$ cat src/rtl/img_pkg.sv
`default_nettype none
// ============================================================================
// img_pkg
//   Shared state encoding and defaults for image-engine job controllers.
//   Revision: 1.0
// ============================================================================
package img_pkg;

    localparam logic [2:0] c_st_idle      = 3'd0;
    localparam logic [2:0] c_st_launch    = 3'd1;
    localparam logic [2:0] c_st_wait_busy = 3'd2;
    localparam logic [2:0] c_st_wait_done = 3'd3;
    localparam logic [2:0] c_st_ack       = 3'd4;
    localparam logic [2:0] c_st_abort     = 3'd5;

    localparam int c_timeout_default = 4096;

    typedef enum logic [2:0] {
        IDLE      = c_st_idle,
        LAUNCH    = c_st_launch,
        WAIT_BUSY = c_st_wait_busy,
        WAIT_DONE = c_st_wait_done,
        ACK       = c_st_ack,
        ABORT     = c_st_abort
    } sched_state_t;

endpackage
`default_nettype wire

$ cat src/rtl/shrink_sched_if.sv
`default_nettype none
// ============================================================================
// shrink_sched_if
//   Requester handshake plus engine control bundle for the shrink scheduler.
//   Revision: 1.0
// ============================================================================
interface shrink_sched_if #(
    parameter int NREQ = 4,
    parameter int IDW  = $clog2(NREQ)
);
    logic [NREQ-1:0] req;
    logic [NREQ-1:0] ack;
    logic [NREQ-1:0] err;
    logic [IDW-1:0]  sel;
    logic            sel_valid;
    logic            busy;
    logic            eng_start;
    logic            eng_rst;
    logic            eng_done;

    // master: requesters and the engine; slave: the scheduler itself
    modport master (
        output req, eng_done,
        input  ack, err, sel, sel_valid, busy, eng_start, eng_rst
    );

    modport slave (
        input  req, eng_done,
        output ack, err, sel, sel_valid, busy, eng_start, eng_rst
    );
endinterface
`default_nettype wire

$ cat src/rtl/rr_arbiter.sv
`default_nettype none
// ============================================================================
// rr_arbiter
//   Round-robin priority search from a registered pointer; advance moves the
//   pointer just past the last served index.
//   Revision: 1.0
// ============================================================================
module rr_arbiter #(
    parameter int N  = 4,
    parameter int IW = $clog2(N)
) (
    input  logic          clk,
    input  logic          rst,
    input  logic [N-1:0]  req,
    input  logic          advance,
    input  logic [IW-1:0] last,
    output logic [IW-1:0] grant,
    output logic          grant_valid
);

    logic [IW-1:0] r_ptr;

    function automatic logic [IW-1:0] wrap_idx(input logic [IW-1:0] base, input int offs);
        int s;
        s = int'(base) + offs;
        if (s >= N) s = s - N;
        return IW'(s);
    endfunction

    always_ff @(posedge clk) begin
        if (!rst) begin
            r_ptr <= '0;
        end else if (advance) begin
            r_ptr <= wrap_idx(last, 1);
        end
    end

    // Walk from the farthest offset down so the nearest requester wins.
    always_comb begin
        grant       = r_ptr;
        grant_valid = 1'b0;
        for (int k = N - 1; k >= 0; k--) begin
            if (req[wrap_idx(r_ptr, k)]) begin
                grant       = wrap_idx(r_ptr, k);
                grant_valid = 1'b1;
            end
        end
    end

endmodule
`default_nettype wire

$ cat src/rtl/shrink_sched.sv
`default_nettype none
// ============================================================================
// shrink_sched
//   Round-robin job scheduler for a single shrink engine with start/done
//   tracking, memory-port select and a watchdog abort.
//   Revision: 1.0
// ============================================================================
module shrink_sched
    import img_pkg::*;
#(
    parameter int NREQ    = 4,
    parameter int TIMEOUT = c_timeout_default,
    parameter int IDW     = $clog2(NREQ)
) (
    input  logic          clk,
    input  logic          rst,
    shrink_sched_if.slave bus
);

    localparam int               c_wdw     = $clog2(TIMEOUT + 1);
    localparam logic [c_wdw-1:0] c_wd_last = c_wdw'(TIMEOUT - 2);
    localparam logic [c_wdw-1:0] c_wd_max  = {c_wdw{1'b1}};

    sched_state_t    r_state;
    sched_state_t    w_next;
    logic [IDW-1:0]  r_sel;
    logic [c_wdw-1:0] r_wdog;
    logic            r_abort_2nd;
    logic            r_abort_q;
    logic [NREQ-1:0] r_ack;
    logic [NREQ-1:0] r_err;
    logic            r_sel_valid;
    logic            r_busy;
    logic            r_eng_start;

    logic [NREQ-1:0] w_sel_onehot;
    logic [IDW-1:0]  w_grant;
    logic            w_grant_valid;
    logic            w_advance;
    logic            w_waiting;
    logic            w_wd_hit;

    rr_arbiter #(
        .N  (NREQ),
        .IW (IDW)
    ) u_arb (
        .clk         (clk),
        .rst         (rst),
        .req         (bus.req),
        .advance     (w_advance),
        .last        (r_sel),
        .grant       (w_grant),
        .grant_valid (w_grant_valid)
    );

    assign w_sel_onehot = {{(NREQ-1){1'b0}}, 1'b1} << r_sel;
    assign w_waiting    = (r_state == WAIT_BUSY) || (r_state == WAIT_DONE);
    // Fires on the edge at which the watchdog reaches TIMEOUT-1.
    assign w_wd_hit     = w_waiting && (r_wdog == c_wd_last);

    always_comb begin
        w_next    = r_state;
        w_advance = 1'b0;
        case (r_state)
            IDLE: begin
                if (w_grant_valid) w_next = LAUNCH;
            end
            LAUNCH: begin
                w_next = WAIT_BUSY;
            end
            WAIT_BUSY: begin
                if (w_wd_hit)          w_next = ABORT;
                else if (!bus.eng_done) w_next = WAIT_DONE;
            end
            WAIT_DONE: begin
                if (w_wd_hit)         w_next = ABORT;
                else if (bus.eng_done) w_next = ACK;
            end
            ACK: begin
                w_next    = IDLE;
                w_advance = 1'b1;
            end
            ABORT: begin
                if (r_abort_2nd) begin
                    w_next    = IDLE;
                    w_advance = 1'b1;
                end
            end
            default: begin
                w_next = IDLE;
            end
        endcase
    end

    always_ff @(posedge clk) begin
        if (!rst) begin
            r_state     <= IDLE;
            r_sel       <= '0;
            r_wdog      <= '0;
            r_abort_2nd <= 1'b0;
            r_abort_q   <= 1'b0;
            r_ack       <= '0;
            r_err       <= '0;
            r_sel_valid <= 1'b0;
            r_busy      <= 1'b0;
            r_eng_start <= 1'b0;
        end else begin
            r_state <= w_next;
            if (r_state == IDLE && w_grant_valid) r_sel <= w_grant;

            if (r_state == LAUNCH)
                r_wdog <= '0;
            else if (w_waiting && r_wdog != c_wd_max)
                r_wdog <= r_wdog + c_wdw'(1);

            r_abort_2nd <= (r_state == ABORT) && !r_abort_2nd;
            r_abort_q   <= (r_state == ABORT);
            r_ack       <= (r_state == ACK) ? w_sel_onehot : '0;
            r_err       <= (r_state == ABORT && !r_abort_2nd) ? w_sel_onehot : '0;
            r_eng_start <= (r_state == LAUNCH);
            r_sel_valid <= (r_state != IDLE);
            r_busy      <= (r_state != IDLE);
        end
    end

    assign bus.ack       = r_ack;
    assign bus.err       = r_err;
    assign bus.sel       = r_sel;
    assign bus.sel_valid = r_sel_valid;
    assign bus.busy      = r_busy;
    assign bus.eng_start = r_eng_start;
    // Engine stays in reset whenever this block is in reset.
    assign bus.eng_rst   = ~rst | r_abort_q;

endmodule
`default_nettype wire

$ cat src/flat_wrapper.sv
// flat-port wrapper written by rule: the top's interface ports become plain ports
module shrink_sched_flat import img_pkg::*;
#(
    parameter int NREQ    = 4,
    parameter int TIMEOUT = c_timeout_default,
    parameter int IDW     = $clog2(NREQ)
)
  (clk, rst, bus_req, bus_eng_done, bus_ack, bus_err, bus_sel, bus_sel_valid, bus_busy, bus_eng_start, bus_eng_rst);
  shrink_sched_if #(.NREQ(NREQ), .IDW(IDW)) bus_i ();
  input  logic clk;
  input  logic rst;
  input wire logic [$bits(bus_i.req)-1:0] bus_req;
  input wire logic [$bits(bus_i.eng_done)-1:0] bus_eng_done;
  output wire logic [$bits(bus_i.ack)-1:0] bus_ack;
  output wire logic [$bits(bus_i.err)-1:0] bus_err;
  output wire logic [$bits(bus_i.sel)-1:0] bus_sel;
  output wire logic [$bits(bus_i.sel_valid)-1:0] bus_sel_valid;
  output wire logic [$bits(bus_i.busy)-1:0] bus_busy;
  output wire logic [$bits(bus_i.eng_start)-1:0] bus_eng_start;
  output wire logic [$bits(bus_i.eng_rst)-1:0] bus_eng_rst;
  assign bus_i.req = bus_req;
  assign bus_i.eng_done = bus_eng_done;
  assign bus_ack = bus_i.ack;
  assign bus_err = bus_i.err;
  assign bus_sel = bus_i.sel;
  assign bus_sel_valid = bus_i.sel_valid;
  assign bus_busy = bus_i.busy;
  assign bus_eng_start = bus_i.eng_start;
  assign bus_eng_rst = bus_i.eng_rst;
  shrink_sched #(.NREQ(NREQ), .TIMEOUT(TIMEOUT), .IDW(IDW)) u_core (.clk(clk), .rst(rst), .bus(bus_i));
endmodule
$ cat config.mk
export PLATFORM = sky130hd
export DESIGN_NAME = shrink_sched_flat
export DESIGN_NICKNAME = d
export VERILOG_FILES = /design/src/rtl/img_pkg.sv /design/src/rtl/shrink_sched_if.sv /design/src/rtl/rr_arbiter.sv /design/src/rtl/shrink_sched.sv /design/src/flat_wrapper.sv
export SDC_FILE = /design/constraint.sdc
export NUM_CORES = 1
export LEC_CHECK = 0
export ABC_CLOCK_PERIOD_IN_PS = 1930
export CORE_UTILIZATION = 35
export CTS_CLUSTER_DIAMETER = 40
export DETAILED_ROUTE_END_ITERATION = 8
export PLACE_DENSITY = 0.55
export SYNTH_ARGS = -nofsm -noshare
export SYNTH_HDL_FRONTEND = slang
export SYNTH_SLANG_ARGS = --single-unit
$ cat constraint.sdc
create_clock -name clk -period 1.93 [get_ports clk]
set_input_delay 0.386 -clock clk [delete_from_list [all_inputs] [get_ports clk]]
set_output_delay 0.386 -clock clk [all_outputs]
set_load 0.005 [all_outputs]
==> run summary <==
Outcome -> finished, final reports clean
Footprint of the multi-input gates -> 754.5 um2
Cts hold-fix bufs -> 0
Synth top area share -> 44.10%
Layout area overhead -> 24.89%
Final Hold Viols -> 0
R2r setup slk -> 0.24 ns
RSZ-0062 raised after global routing -> no
ANT nets after route -> 0
WHS Endpoint -> u_core.r_wdog[7]
Vias in the first global route -> 1124
Async S/R FF share, synth -> 0%
I/O pin cnt -> 21
Clock Tree Buf Depth -> 2
DRC Markers -> 0
PortBufs -> 20
Syn_area_per_cell -> 9.136 um2
Core Area -> 4000 um2
Origin of the critical flop-to-flop path -> u_core.r_wdog[1]
Clk_skew -> 0.007143 ns
Unique masters post-synth -> 46
Critical path capture point type -> output pin
CTS sink cnt -> 32
Synthesized instance count -> 159
Layout cells sized above 1 -> 10.16%
Crit-path most repeated cell -> clkdlybuf4s50_1
Largest cells by area after synthesis -> dfxtp_1 (44%), ha_1 (5.2%), and2_1 (3.9%), a21oi_1 (3.8%), inv_1 (2.8%)
CTS Buf Count -> 5
Fmax -> 570.0 MHz
Max_slew headroom -> 52.21%
Slowest stage delay, CP -> 0.49 ns
P_sw -> 0.4420 mW
Kind of critical path -> input pin to output pin
Number of vias per cell -> 5.207
Clk_lat worst skew -> 0.28 ns
Clock slew seen by the registers of the worst setup and hold paths -> 0.07 ns
Final core utilization -> 45.36%
Initial antenna violation count -> 0
Grt ovf -> 0
Post-CTS Setup Repair Bufs -> 0
Total power -> 1.576 mW
Die extent in x -> 66.43 um
Clk root buf -> clkbuf_8
Worst Hold Class -> register to register
CP cell instances -> clkdlybuf4s50_1, nand2b_1, clkdlybuf4s50_1
Pint -> 1.134 mW
Synth cell count leaders -> dfxtp_1 (32), a21oi_1 (11), inv_1 (11), nor2_1 (10)
Peak VDD IR -> 0.0002946 V
Cell area after layout -> 1814 um2
Critical path's slowest cell -> clkdlybuf4s50_1
Total track usage -> 15.41%
Routability Congestion -> 0.7865
Starting Density -> 36.32%
FP Rows -> 23
Die Ht -> 66.43 um
Crit share post-route -> 90.89%
Post-DP HPWL -> 2321 um
Ant. Diodes -> 0
Crit path DAT -> 1.37 ns
Max Cap Violations -> 0
Top-count cell post-synth -> dfxtp_1
Final setup margin -> 0.1757 ns
Sequential fraction of the synthesis area -> 44.10%
Yosys reg bits -> 32
Routed len/inst -> 12.91 um
Fillers -> 406
Area leader, netlist -> dfxtp_1
Synth Flop Type -> dfxtp_1
Leakage -> 0.6447 nW
CP top delay family -> buffers and inverters
Pwr Density -> 868.8 nW/um2
Post-DP Area -> 1722 um2
Setup WS pre-CTS -> 0.1177 ns
EDFF count, synth -> 0
Max-slew violation count -> 0
Worst reg2reg path depth -> 5
DRT Pass-1 Iters -> 4
Min-delay src -> u_core.r_wdog[7]
Post-CTS Resized -> 0
Gate power share -> 18.7%
Startpoint types -> input pin
Via count -> 1234
Synth Warn # -> 0
Largest net degree at the start of global routing -> 12
Clock power frac -> 33.3%
Worst path bufs/invs -> 2
Flop pwr share -> 48.0%
Final setup violating endpoints -> 0
Post-Synthesis Cell Area -> 1453 um2
Syn Nets -> 172
Critical-path maximum fanout -> 2
Minimum clock period -> 1.754 ns
Worst slew pin tran -> 0.7079 ns
Area occupied by registers -> 640.6 um2
Required @ worst endpoint -> 1.54 ns
DRT Wirelength -> 3059 um
Setup_tns -> 0 ns
FF-to-FF End -> u_core.r_wdog[6]
CTS tree -> done
DIE AREA -> 4412 um2
H-Tree Depth -> 2
Fin nets -> 199
Sw Share -> 28.04%
Hold path cells -> 1
First-pass GRT wire length -> 5030 um
Initial DRC Count -> 79
==> per-stage QoR <==
stage	std cells	hold slack, ns
2_1_floorplan	159	0.4390
5_1_grt	237	0.5338
3_3_place_gp	229	0.4720
3_5_place_dp	229	0.4889
4_1_cts	237	0.4990
6_report	237	0.5028
==> state kept, by name, summed over array words and instances (netlist names) <==
signal,count
u_core.r_abort_2nd,1
u_core.r_abort_q,1
u_core.bus.sel_valid,1
u_core.bus.ack,4
u_core.bus.err,4
u_core.bus.sel,2
u_core.r_wdog,13
u_core.bus.eng_start,1
u_core.u_arb.r_ptr,2
u_core.r_state,3
==> cells by family after synthesis <==
logic type / after synthesis / synth area share, %
adders and majority gates: 6 / 5.168
and+or+nand+nor: 68 / 27.65
xor gates and xnor gates: 2 / 1.206
buffers and inverters: 14 / 3.962
AOI/OAI and AO/OA: 36 / 17.23
DFF: 32 / 44.10
muxes: 1 / 0.6891
==> power groups by stage <==
| stage | Combinational (mW) | Sequential (mW) | Clock (mW) |
|---|---|---|---|
| 3_3_place_gp | 0.284 | 0.769 | 0 |
| 4_1_cts | 0.295 | 0.757 | 0.542 |
| 3_5_place_dp | 0.294 | 0.771 | 0 |
| 6_report | 0.295 | 0.757 | 0.525 |
| 2_1_floorplan | 0.186 | 0.759 | 0 |
| 5_1_grt | 0.325 | 0.766 | 0.578 |
==> layout by cell type (no fill, tap or decap), types with 3 or more instances in the layout <==
cell type and n:
and2_1 9, clkbuf_8 6, clkdlybuf4s50_1 20, ha_1 6, o21ai_0 4, nand4_1 3
inv_1 11, or3_1 3, nand3_1 5, nor2b_1 4, buf_4 3, nor2_1 10
nand2b_1 5, a21oi_1 11, dfxtp_1 32, nand2_1 9, nor3_1 6, nor4_1 3
==> cell type report <==
class | instances | share of cell area, %
tap | 50 | 3.448
timing repair buffer | 23 | 12.28
multi-input combinational | 113 | 41.59
clock buffer | 6 | 4.552
sequential | 32 | 35.31
inverter | 11 | 2.276
clock inverter | 2 | 0.5517
==> worst max path at each step <==
stage	start	end	slack, ns	depth (start not counted)
finish	rst	bus_eng_rst	0.18	3
detailed placement	bus_req[1]	u_core.bus.sel[1]	0.12	5
global placement	rst	bus_eng_rst	0.17	3
global route	u_core.r_wdog[5]	u_core.r_wdog[6]	0.06	4
CTS	rst	bus_eng_rst	0.17	3
floorplan	u_core.r_wdog[9]	u_core.r_wdog[1]	0.41	4
==> layer usage <==
metal  global-route usage (%)  part of all wire, %
met1                    20.75                   49
met2                    22.19                   44
met3                    5.172                  4.5
met4                    6.383                  2.1
met5                        0                    0
Power figures use the tool's default switching activity.
